<file path="config.mk">
export PLATFORM = sky130hd
export DESIGN_NAME = rv32_mem_arbiter
export DESIGN_NICKNAME = d
export VERILOG_FILES = /design/src/rtl/rv32_mem_arbiter.sv
export SDC_FILE = /design/constraint.sdc
export NUM_CORES = 1
export LEC_CHECK = 0
export ABC_CLOCK_PERIOD_IN_PS = 1700
export CORE_MARGIN = 10
export CORE_UTILIZATION = 35
export CTS_BUF_LIST = sky130_fd_sc_hd__clkbuf_8
export DETAILED_ROUTE_END_ITERATION = 12
export DONT_BUFFER_PORTS = 1
export GPL_TIMING_DRIVEN = 0
export PLACE_DENSITY = 0.54
export SLEW_MARGIN = 15
export SYNTH_ARGS = -nofsm -noshare
export SYNTH_HDL_FRONTEND = slang
export SYNTH_SLANG_ARGS = --single-unit
export TNS_END_PERCENT = 100
</file>
<file path="constraint.sdc">
create_clock -name clk -period 1.7 [get_ports clk]
set_clock_uncertainty 0.15 [all_clocks]
set_input_delay 0.255 -clock clk [delete_from_list [all_inputs] [get_ports clk]]
set_output_delay 0.255 -clock clk [all_outputs]
set_load 0.01 [all_outputs]
</file>
<file path="src/rtl/rv32_mem_arbiter.sv">
// rtl/rv32_mem_arbiter.sv - fetch/load-store arbiter sharing one memory port
// Data wins ties; a starvation counter forces a fetch grant after STARVE_LIMIT losses.
module rv32_mem_arbiter #(
  parameter int STARVE_LIMIT = 4
) (
  input  logic        clk,
  input  logic        reset,
  input  logic        instr_read_in,
  input  logic [31:0] instr_address_in,
  output logic        instr_ready_out,
  output logic [31:0] instr_read_value_out,
  input  logic        data_read_in,
  input  logic        data_write_in,
  input  logic [31:0] data_address_in,
  input  logic [31:0] data_write_value_in,
  input  logic [3:0]  data_write_mask_in,
  output logic        data_ready_out,
  output logic [31:0] data_read_value_out,
  output logic        mem_read_out,
  output logic        mem_write_out,
  output logic [31:0] mem_address_out,
  output logic [31:0] mem_write_value_out,
  output logic [3:0]  mem_write_mask_out,
  input  logic        mem_ready_in,
  input  logic [31:0] mem_read_value_in
);

  localparam logic [1:0] S_IDLE  = 2'd0;
  localparam logic [1:0] S_INSTR = 2'd1;
  localparam logic [1:0] S_DATA  = 2'd2;
  localparam logic [1:0] S_RESP  = 2'd3;
  localparam logic [3:0] LIMIT   = 4'(STARVE_LIMIT);

  logic [1:0]  r_state;
  logic [3:0]  r_starve;
  logic        r_mem_read;
  logic        r_mem_write;
  logic [31:0] r_mem_addr;
  logic [31:0] r_mem_wval;
  logic [3:0]  r_mem_mask;
  logic        r_instr_ready;
  logic        r_data_ready;
  logic [31:0] r_instr_val;
  logic [31:0] r_data_val;

  logic w_pend_i;
  logic w_pend_d;
  logic w_grant_i;

  assign w_pend_i  = instr_read_in;
  assign w_pend_d  = data_read_in | data_write_in;
  assign w_grant_i = w_pend_i & (~w_pend_d | (r_starve == LIMIT));

  always_ff @(posedge clk) begin
    if (reset) begin
      r_state       <= S_IDLE;
      r_starve      <= 4'd0;
      r_mem_read    <= 1'b0;
      r_mem_write   <= 1'b0;
      r_mem_addr    <= 32'd0;
      r_mem_wval    <= 32'd0;
      r_mem_mask    <= 4'd0;
      r_instr_ready <= 1'b0;
      r_data_ready  <= 1'b0;
      r_instr_val   <= 32'd0;
      r_data_val    <= 32'd0;
    end else begin
      r_instr_ready <= 1'b0;
      r_data_ready  <= 1'b0;
      case (r_state)
        S_IDLE: begin
          if (w_grant_i) begin
            r_mem_read  <= 1'b1;
            r_mem_write <= 1'b0;
            r_mem_addr  <= instr_address_in;
            r_mem_mask  <= 4'd0;
            r_starve    <= 4'd0;
            r_state     <= S_INSTR;
          end else if (w_pend_d) begin
            // A simultaneous read+write request is served as a store only.
            r_mem_read  <= ~data_write_in;
            r_mem_write <= data_write_in;
            r_mem_addr  <= data_address_in;
            r_mem_wval  <= data_write_value_in;
            r_mem_mask  <= data_write_mask_in;
            if (w_pend_i) r_starve <= r_starve + 4'd1;
            r_state     <= S_DATA;
          end
        end
        S_INSTR: begin
          if (mem_ready_in) begin
            r_instr_val   <= mem_read_value_in;
            r_mem_read    <= 1'b0;
            r_mem_write   <= 1'b0;
            r_instr_ready <= 1'b1;
            r_state       <= S_RESP;
          end
        end
        S_DATA: begin
          if (mem_ready_in) begin
            r_data_val   <= r_mem_write ? 32'd0 : mem_read_value_in;
            r_mem_read   <= 1'b0;
            r_mem_write  <= 1'b0;
            r_data_ready <= 1'b1;
            r_state      <= S_RESP;
          end
        end
        default: r_state <= S_IDLE;
      endcase
    end
  end

  assign instr_ready_out      = r_instr_ready;
  assign instr_read_value_out = r_instr_val;
  assign data_ready_out       = r_data_ready;
  assign data_read_value_out  = r_data_val;
  assign mem_read_out         = r_mem_read;
  assign mem_write_out        = r_mem_write;
  assign mem_address_out      = r_mem_addr;
  assign mem_write_value_out  = r_mem_wval;
  assign mem_write_mask_out   = r_mem_mask;

endmodule

</file>
==> results of run 1 <==
[critical path, cell delays in order (launching register included)]
cell and delay (ns):
dfxtp_2 0.34, inv_2 0.07, ha_4 0.13, and3b_1 0.17, buf_6 0.14, buf_8 0.13, buf_6 0.12, o211ai_1 0.08
a311oi_1 0.31
[repair_timing]
item / 4_1_cts / 5_1_grt
resized for setup: 46 / 55
pin swaps: 6 / 40
endpoints found under the setup margin: 136 / 130
gates cloned: 1 / 4
setup buffers: 9 / 3
hold buffers: 136 / 0
hold endpoints to repair: 138 / 0
[sequential cells by signal (all words and copies together) (netlist names)]
| signal | cells |
|---|---|
| mem_read_out | 1 |
| r_starve | 4 |
| mem_write_value_out | 32 |
| instr_ready_out | 1 |
| data_read_value_out | 32 |
| mem_write_out | 1 |
| mem_address_out | 32 |
| mem_write_mask_out | 4 |
| r_state | 2 |
| data_ready_out | 1 |
| instr_read_value_out | 32 |
[cells in the final DEF (no fill, tap or decap), types with 5 or more instances in the layout]
cell,n
clkbuf_8,17
a21oi_1,38
o211ai_1,32
inv_6,5
nand3_2,5
buf_6,11
mux2i_1,31
a311oi_1,28
buf_4,15
a22o_1,32
dfxtp_1,138
nand3_1,28
clkbuf_1,16
nand2_1,71
buf_2,12
nand2b_1,66
clkbuf_2,6
dlygate4sd3_1,136
nor2_1,38
[per-layer routing]
metal,global-route usage,vias to the layer above,wire length [microns]
li1,-,2592,-
met1,0.200,2620,8070
met2,0.308,225,10700
met3,0.0824,28,2130
met4,0.0613,0,307
met5,0,-,0
[cell families after synthesis]
| group | count (synthesis) | share of synthesized area |
|---|---|---|
| buf+inv | 66 | 0.0590 |
| flops | 142 | 0.484 |
| simple gates | 234 | 0.200 |
| compound gates | 148 | 0.187 |
| mux | 33 | 0.0563 |
| fa+ha+maj | 6 | 0.0128 |
[through the flow]
stage	std cells	power, mW	utilization	hold slack (ns)
floorplan	629	7.20	-	0.231
global placement	849	7.94	0.373	0.232
detailed placement	849	8.04	0.373	0.234
CTS	1026	11.6	0.494	0.0115
finish	1032	12.0	0.511	0.0385
global route	1032	12.7	0.511	0.0341
[report_power, final]
part           internal, mW  switching (mW)
Sequential             4.13            1.04
Combinational          1.93            1.81
Clock                  1.54            1.55
Total                  7.60            4.40
[cell usage after synthesis]
master | n | area share
o32ai_1 | 1 | 0.0015
buf_12 | 3 | 0.010
o211ai_1 | 32 | 0.041
mux2i_1 | 33 | 0.056
a221o_1 | 1 | 0.0017
buf_6 | 3 | 0.0058
a21o_1 | 1 | 0.0013
nor2b_1 | 2 | 0.0021
buf_2 | 22 | 0.019
or4_1 | 3 | 0.0038
or3b_1 | 1 | 0.0015
nor3_1 | 1 | 0.00085
o31a_2 | 1 | 0.0017
dfxtp_1 | 142 | 0.48
o311ai_0 | 2 | 0.0030
nor2_1 | 38 | 0.024
and4b_2 | 1 | 0.0019
buf_1 | 3 | 0.0019
nor4b_1 | 1 | 0.0015
o31ai_1 | 3 | 0.0038
nand3b_1 | 2 | 0.0026
nand3_1 | 33 | 0.028
nand4_1 | 4 | 0.0043
or2_1 | 1 | 0.0011
a211o_2 | 1 | 0.0017
nor2_2 | 1 | 0.0011
a311oi_1 | 32 | 0.048
and3_4 | 1 | 0.0019
and2_1 | 1 | 0.0011
nand4b_1 | 2 | 0.0030
nor4_1 | 1 | 0.0011
clkbuf_1 | 31 | 0.020
nand2b_1 | 66 | 0.070
inv_1 | 4 | 0.0026
nand2_1 | 73 | 0.047
a31oi_1 | 1 | 0.0011
or4b_1 | 1 | 0.0017
ha_1 | 6 | 0.013
and3b_1 | 1 | 0.0015
a21oi_1 | 41 | 0.035
a22o_1 | 32 | 0.048
[cell type report]
class,instances,area (sq um),area share
repair buffers,153,1590,0.188
clock buffers,17,234,0.0277
clock inverters,15,220,0.0261
plain buffers,60,422,0.0500
inverters,4,15.0,0.00178
flip-flops and latches,142,2850,0.337
well taps,220,275,0.0326
multi-input cells,421,2840,0.337
[final timing paths]
check,startpoint,endpoint,slack [ns],cells after the start
worst max register to register,r_starve[1]$_SDFFE_PP0P_,mem_address_out[14]$_SDFFE_PP0P_,-0.04,8
worst min register to register,instr_read_value_out[18]$_SDFFE_PP0P_,instr_read_value_out[18]$_SDFFE_PP0P_,0.36,2
worst min-delay path,mem_ready_in,instr_read_value_out[0]$_SDFFE_PP0P_,0.04,3
worst max-delay path,r_starve[1]$_SDFFE_PP0P_,mem_address_out[14]$_SDFFE_PP0P_,-0.04,8
==> run summary, run 1 <==
Fin. Hold Viols = 0
Ys Warns = 0
DP Area = 0.00616 sq mm
Via Count = 5465
CTS root buf = clkbuf_8
Wire per inst = 20.6 microns
Syn Std Cell Area = 0.00587 sq mm
First-pass GRT wire length = 32400 microns
Cell Rows = 47
Leak = 3.25 nW
Share of layout cells above drive strength 1 = 0.156
Nets@finish = 943
Period minus WS final = 1.74 ns
Post-synthesis sequential area ratio = 0.484
Die Y = 149 microns
Worst VDD drop = 0.000692 V
Num ports = 274
Design area = 0.00844 sq mm
Distinct cells, synth = 41
DP HPWL = 15200 microns
RSZ-0062 raised after global routing = yes
Drt pass-1 iters = 5
Largest net degree at the start of global routing = 17
Final Wtd Congestion = 0.796
Residual DRC = 0
Critical path startpoint category = flip-flop
Number of synthesized register bits = 142
Chip Width = 149 microns
Worst Hold Class = in2reg
Port Buf Inserts = 0
Fmax = 576 MHz
Initial Util = 0.355
Inserted Clock Buffers = 17
Worst Tran Pin Value = 0.673 ns
Slew headroom = 0.552
Cell count after synthesis = 629
Initial DRC Count = 291
Post-place setup slack = -0.424 ns
Antenna cell count = 0
Die area = 0.0223 sq mm
Total wire length = 21200 microns
Routed vias/inst = 5.30
Max-cap viol count = 0
CTS tree = yes
Avg Inst Size Synth = 9.33 sq um
Layout area overhead = 43.8%
Slew Limit Fails = 0
Crit path max fanout = 6
H-tree Lvls = 4
Setup-failing EPs final = 22
Final ANT Viol Nets = 0
Crit path required time = 1.90 ns
Worst skew pair latency = 0.45 ns
Clock Sink Count = 142
Clock-pin slew on the worst setup and hold paths = 0.09 ns
Crit path DAT = 1.94 ns
Mapped Nets = 773
Crit Path Class = reg2reg
Final worst setup slack = -0.0351 ns
Grt ovf = 0
Violated checks = negative setup slack
Pwr dens = 1420 mW/mm^2
FILL cells = 1494
Vias in the first global route = 5659
Buffer depth of the longest clock path = 2
Antenna violations before repair = 0
Outcome = complete, but fails checks
Core area = 0.0165 sq mm
Tcrit/Tclk final = 1.02
Crit end category = flip-flop
GRT Overall Usage = 0.183
Setup TNS = -0.231 ns
Note: power is estimated with default switching activity, not from simulation.
==> inputs of run 2 (changes only) <==
SETUP_SLACK_MARGIN = 0.1   (was unset)
==> run summary, run 2 (synthesized netlist as in run 1, its figures left out) <==
CP bufs+invs = 2 (-2)
Setup-failing EPs final = 2 (-91%)
Max-cap viol count = 0 (unchanged)
Largest net degree at the start of global routing = 17 (unchanged)
CTS tree = yes
Worst Hold Class = in2reg
Routed vias/inst = 5.37 (+1.5%)
Port Buf Inserts = 0 (unchanged)
H-tree Lvls = 4 (unchanged)
Slew headroom = 0.584 (+0.0328)
Crit path DAT = 1.93 ns (about the same)
Final ANT Viol Nets = 0 (unchanged)
Crit path required time = 1.92 ns (+0.02 ns)
Via Count = 5584 (+2.2%)
Layer with the highest usage = met2
Design area = 0.00865 sq mm (+2.4%)
Critical path startpoint category = flip-flop
Die Y = 149 microns (unchanged)
Fmax = 583 MHz (+1.1%)
Total wire length = 22500 microns (+6.0%)
Crit end category = flip-flop
Slew Limit Fails = 0 (unchanged)
Crit-path leading delay family = simple AND/OR/NAND/NOR gates
Slowest cell on crit path = or4_1
Cell Rows = 47 (unchanged)
Crit Path Class = reg2reg
Chip Width = 149 microns (unchanged)
Vias in the first global route = 5899 (+4.2%)
Die area = 0.0223 sq mm (unchanged)
Inserted Clock Buffers = 17 (unchanged)
Initial Util = 0.355 (unchanged)
Power, Total = 12.4 mW (+3.3%)
Wire per inst = 21.7 microns (+5.3%)
Period minus WS final = 1.72 ns (-0.0192 ns)
Core area = 0.0165 sq mm (unchanged)
RSZ-0062 raised after global routing = yes
GR Util met2 = 0.334 (+0.0264)
Initial DRC Count = 259 (-11%)
Post-place setup slack = -0.436 ns (-0.0123 ns)
Worst hold slack = 0.0974 ns (+0.0589 ns)
GR Layer Usage met1 = 0.195 (-0.00404)
Outcome = complete, but fails checks
Pwr dens = 1430 mW/mm^2 (+0.82%)
DP Area = 0.00618 sq mm (+0.24%)
GRT Overall Usage = 0.192 (+0.00905)
Tcrit/Tclk final = 1.01 (-0.0113)
Buffer depth of the longest clock path = 2 (unchanged)
Setup TNS = -0.0216 ns (+0.210 ns)
Final worst setup slack = -0.0158 ns (+0.0192 ns)
First-pass GRT wire length = 34000 microns (+4.7%)
Final core utilization = 0.523 (+0.0124)
Layout area overhead = 47.3%
Most frequent cells in the layout = dfxtp_1 (138), dlygate4sd3_1 (138), nand2_1 (70)
Residual DRC = 0 (unchanged)
DP HPWL = 15600 microns (+2.6%)
Slowest stage delay, CP = 0.52 ns (+0.18 ns)
CTS root buf = clkbuf_8
Violated checks = negative setup slack
Nets@finish = 949 (+0.64%)
DP Cell Count = 849 (unchanged)
CP Cell Sequence = inv_2 > ha_4 > and3b_1 > buf_6 > or4_1 > a21oi_2
Num ports = 274 (unchanged)
Worst Tran Pin Value = 0.624 ns (-0.0492 ns)
Antenna violations before repair = 0 (unchanged)
Non-Filler Instances = 1039 (+0.68%)
Clock-pin slew on the worst setup and hold paths = 0.08 ns (about the same)
Fin. Hold Viols = 0 (unchanged)
Grt ovf = 0 (unchanged)
Final Wtd Congestion = 0.854 (+7.4%)
FILL cells = 1445 (-3.3%)
Crit path max fanout = 9 (+3)
Worst skew pair latency = 0.44 ns (about the same)
Met3 GRT Util = 0.0861 (+0.00362)
Drt pass-1 iters = 5 (unchanged)
Share of layout cells above drive strength 1 = 0.177 (+0.0209)
Clock Sink Count = 142 (unchanged)
Leak = 3.32 nW (+2.0%)
Worst VDD drop = 0.000704 V (+1.7%)
[run 2: cell types whose count changed in the layout (fill, tap and decap cells not counted), moves of 3 or more]
cell,before,now
a311oi_1,28,21
a311oi_2,4,11
buf_6,11,17
clkbuf_2,6,3
inv_8,4,1
nand3_1,28,25
[run 2: where the power goes]
group	total [mW]	internal (mW)	switching (mW)
clock network	3.04	1.63	1.42
logic	4.14	2.13	2.01
registers	5.21	4.13	1.08
total	12.4	7.89	4.50
[run 2: per-layer routing]
metal / share of wire / vias to the layer above
li1: - / 2603
met1: 0.36 / 2671
met2: 0.51 / 264
met3: 0.10 / 46
met4: 0.029 / 0
met5: 0 / -
[run 2: path summary, 6_finish.rpt]
| kind | from | to | slack, ns | cells past startpoint |
|---|---|---|---|---|
| max | r_starve[1]$_SDFFE_PP0P_ | r_starve[0]$_SDFFE_PP0P_ | -0.02 | 6 |
| min | data_write_in | mem_write_mask_out[1]$_SDFFE_PP0P_ | 0.1 | 4 |
| max reg2reg | r_starve[1]$_SDFFE_PP0P_ | r_starve[0]$_SDFFE_PP0P_ | -0.02 | 6 |
| min reg2reg | instr_read_value_out[11]$_SDFFE_PP0P_ | instr_read_value_out[11]$_SDFFE_PP0P_ | 0.37 | 2 |
[run 2: repair_timing]
| action | 4_1_cts | 5_1_grt |
|---|---|---|
| setup buffers | 13 | 2 |
| resized for setup | 65 | 57 |
| hold endpoints to repair | 138 | 1 |
| pin swaps | 15 | 32 |
| setup endpoints to repair | 138 | 136 |
| cloned | 1 | 3 |
| hold buffers | 137 | 1 |
[run 2: area by class of cell]
| cell class | instances | area, sq um | share of cell area |
|---|---|---|---|
| diodes | 1 | 2.50 | 0.000289 |
| clock buffers | 17 | 234 | 0.0271 |
| inverters | 4 | 17.5 | 0.00203 |
| plain buffers | 62 | 504 | 0.0583 |
| clock inverters | 15 | 209 | 0.0242 |
| well taps | 220 | 275 | 0.0318 |
| flip-flops and latches | 142 | 2850 | 0.329 |
| repair buffers | 157 | 1620 | 0.187 |
| multi-input cells | 421 | 2940 | 0.340 |
[run 2: worst reg2reg max path: cells and delay by family, from the launching register on]
family                     cells  cell delay, ns
and+or+nand+nor                2            0.69
DFF                            1            0.34
buffers and inverters          2            0.20
adders and majority gates      1            0.15
AOI/OAI and AO/OA              1            0.13
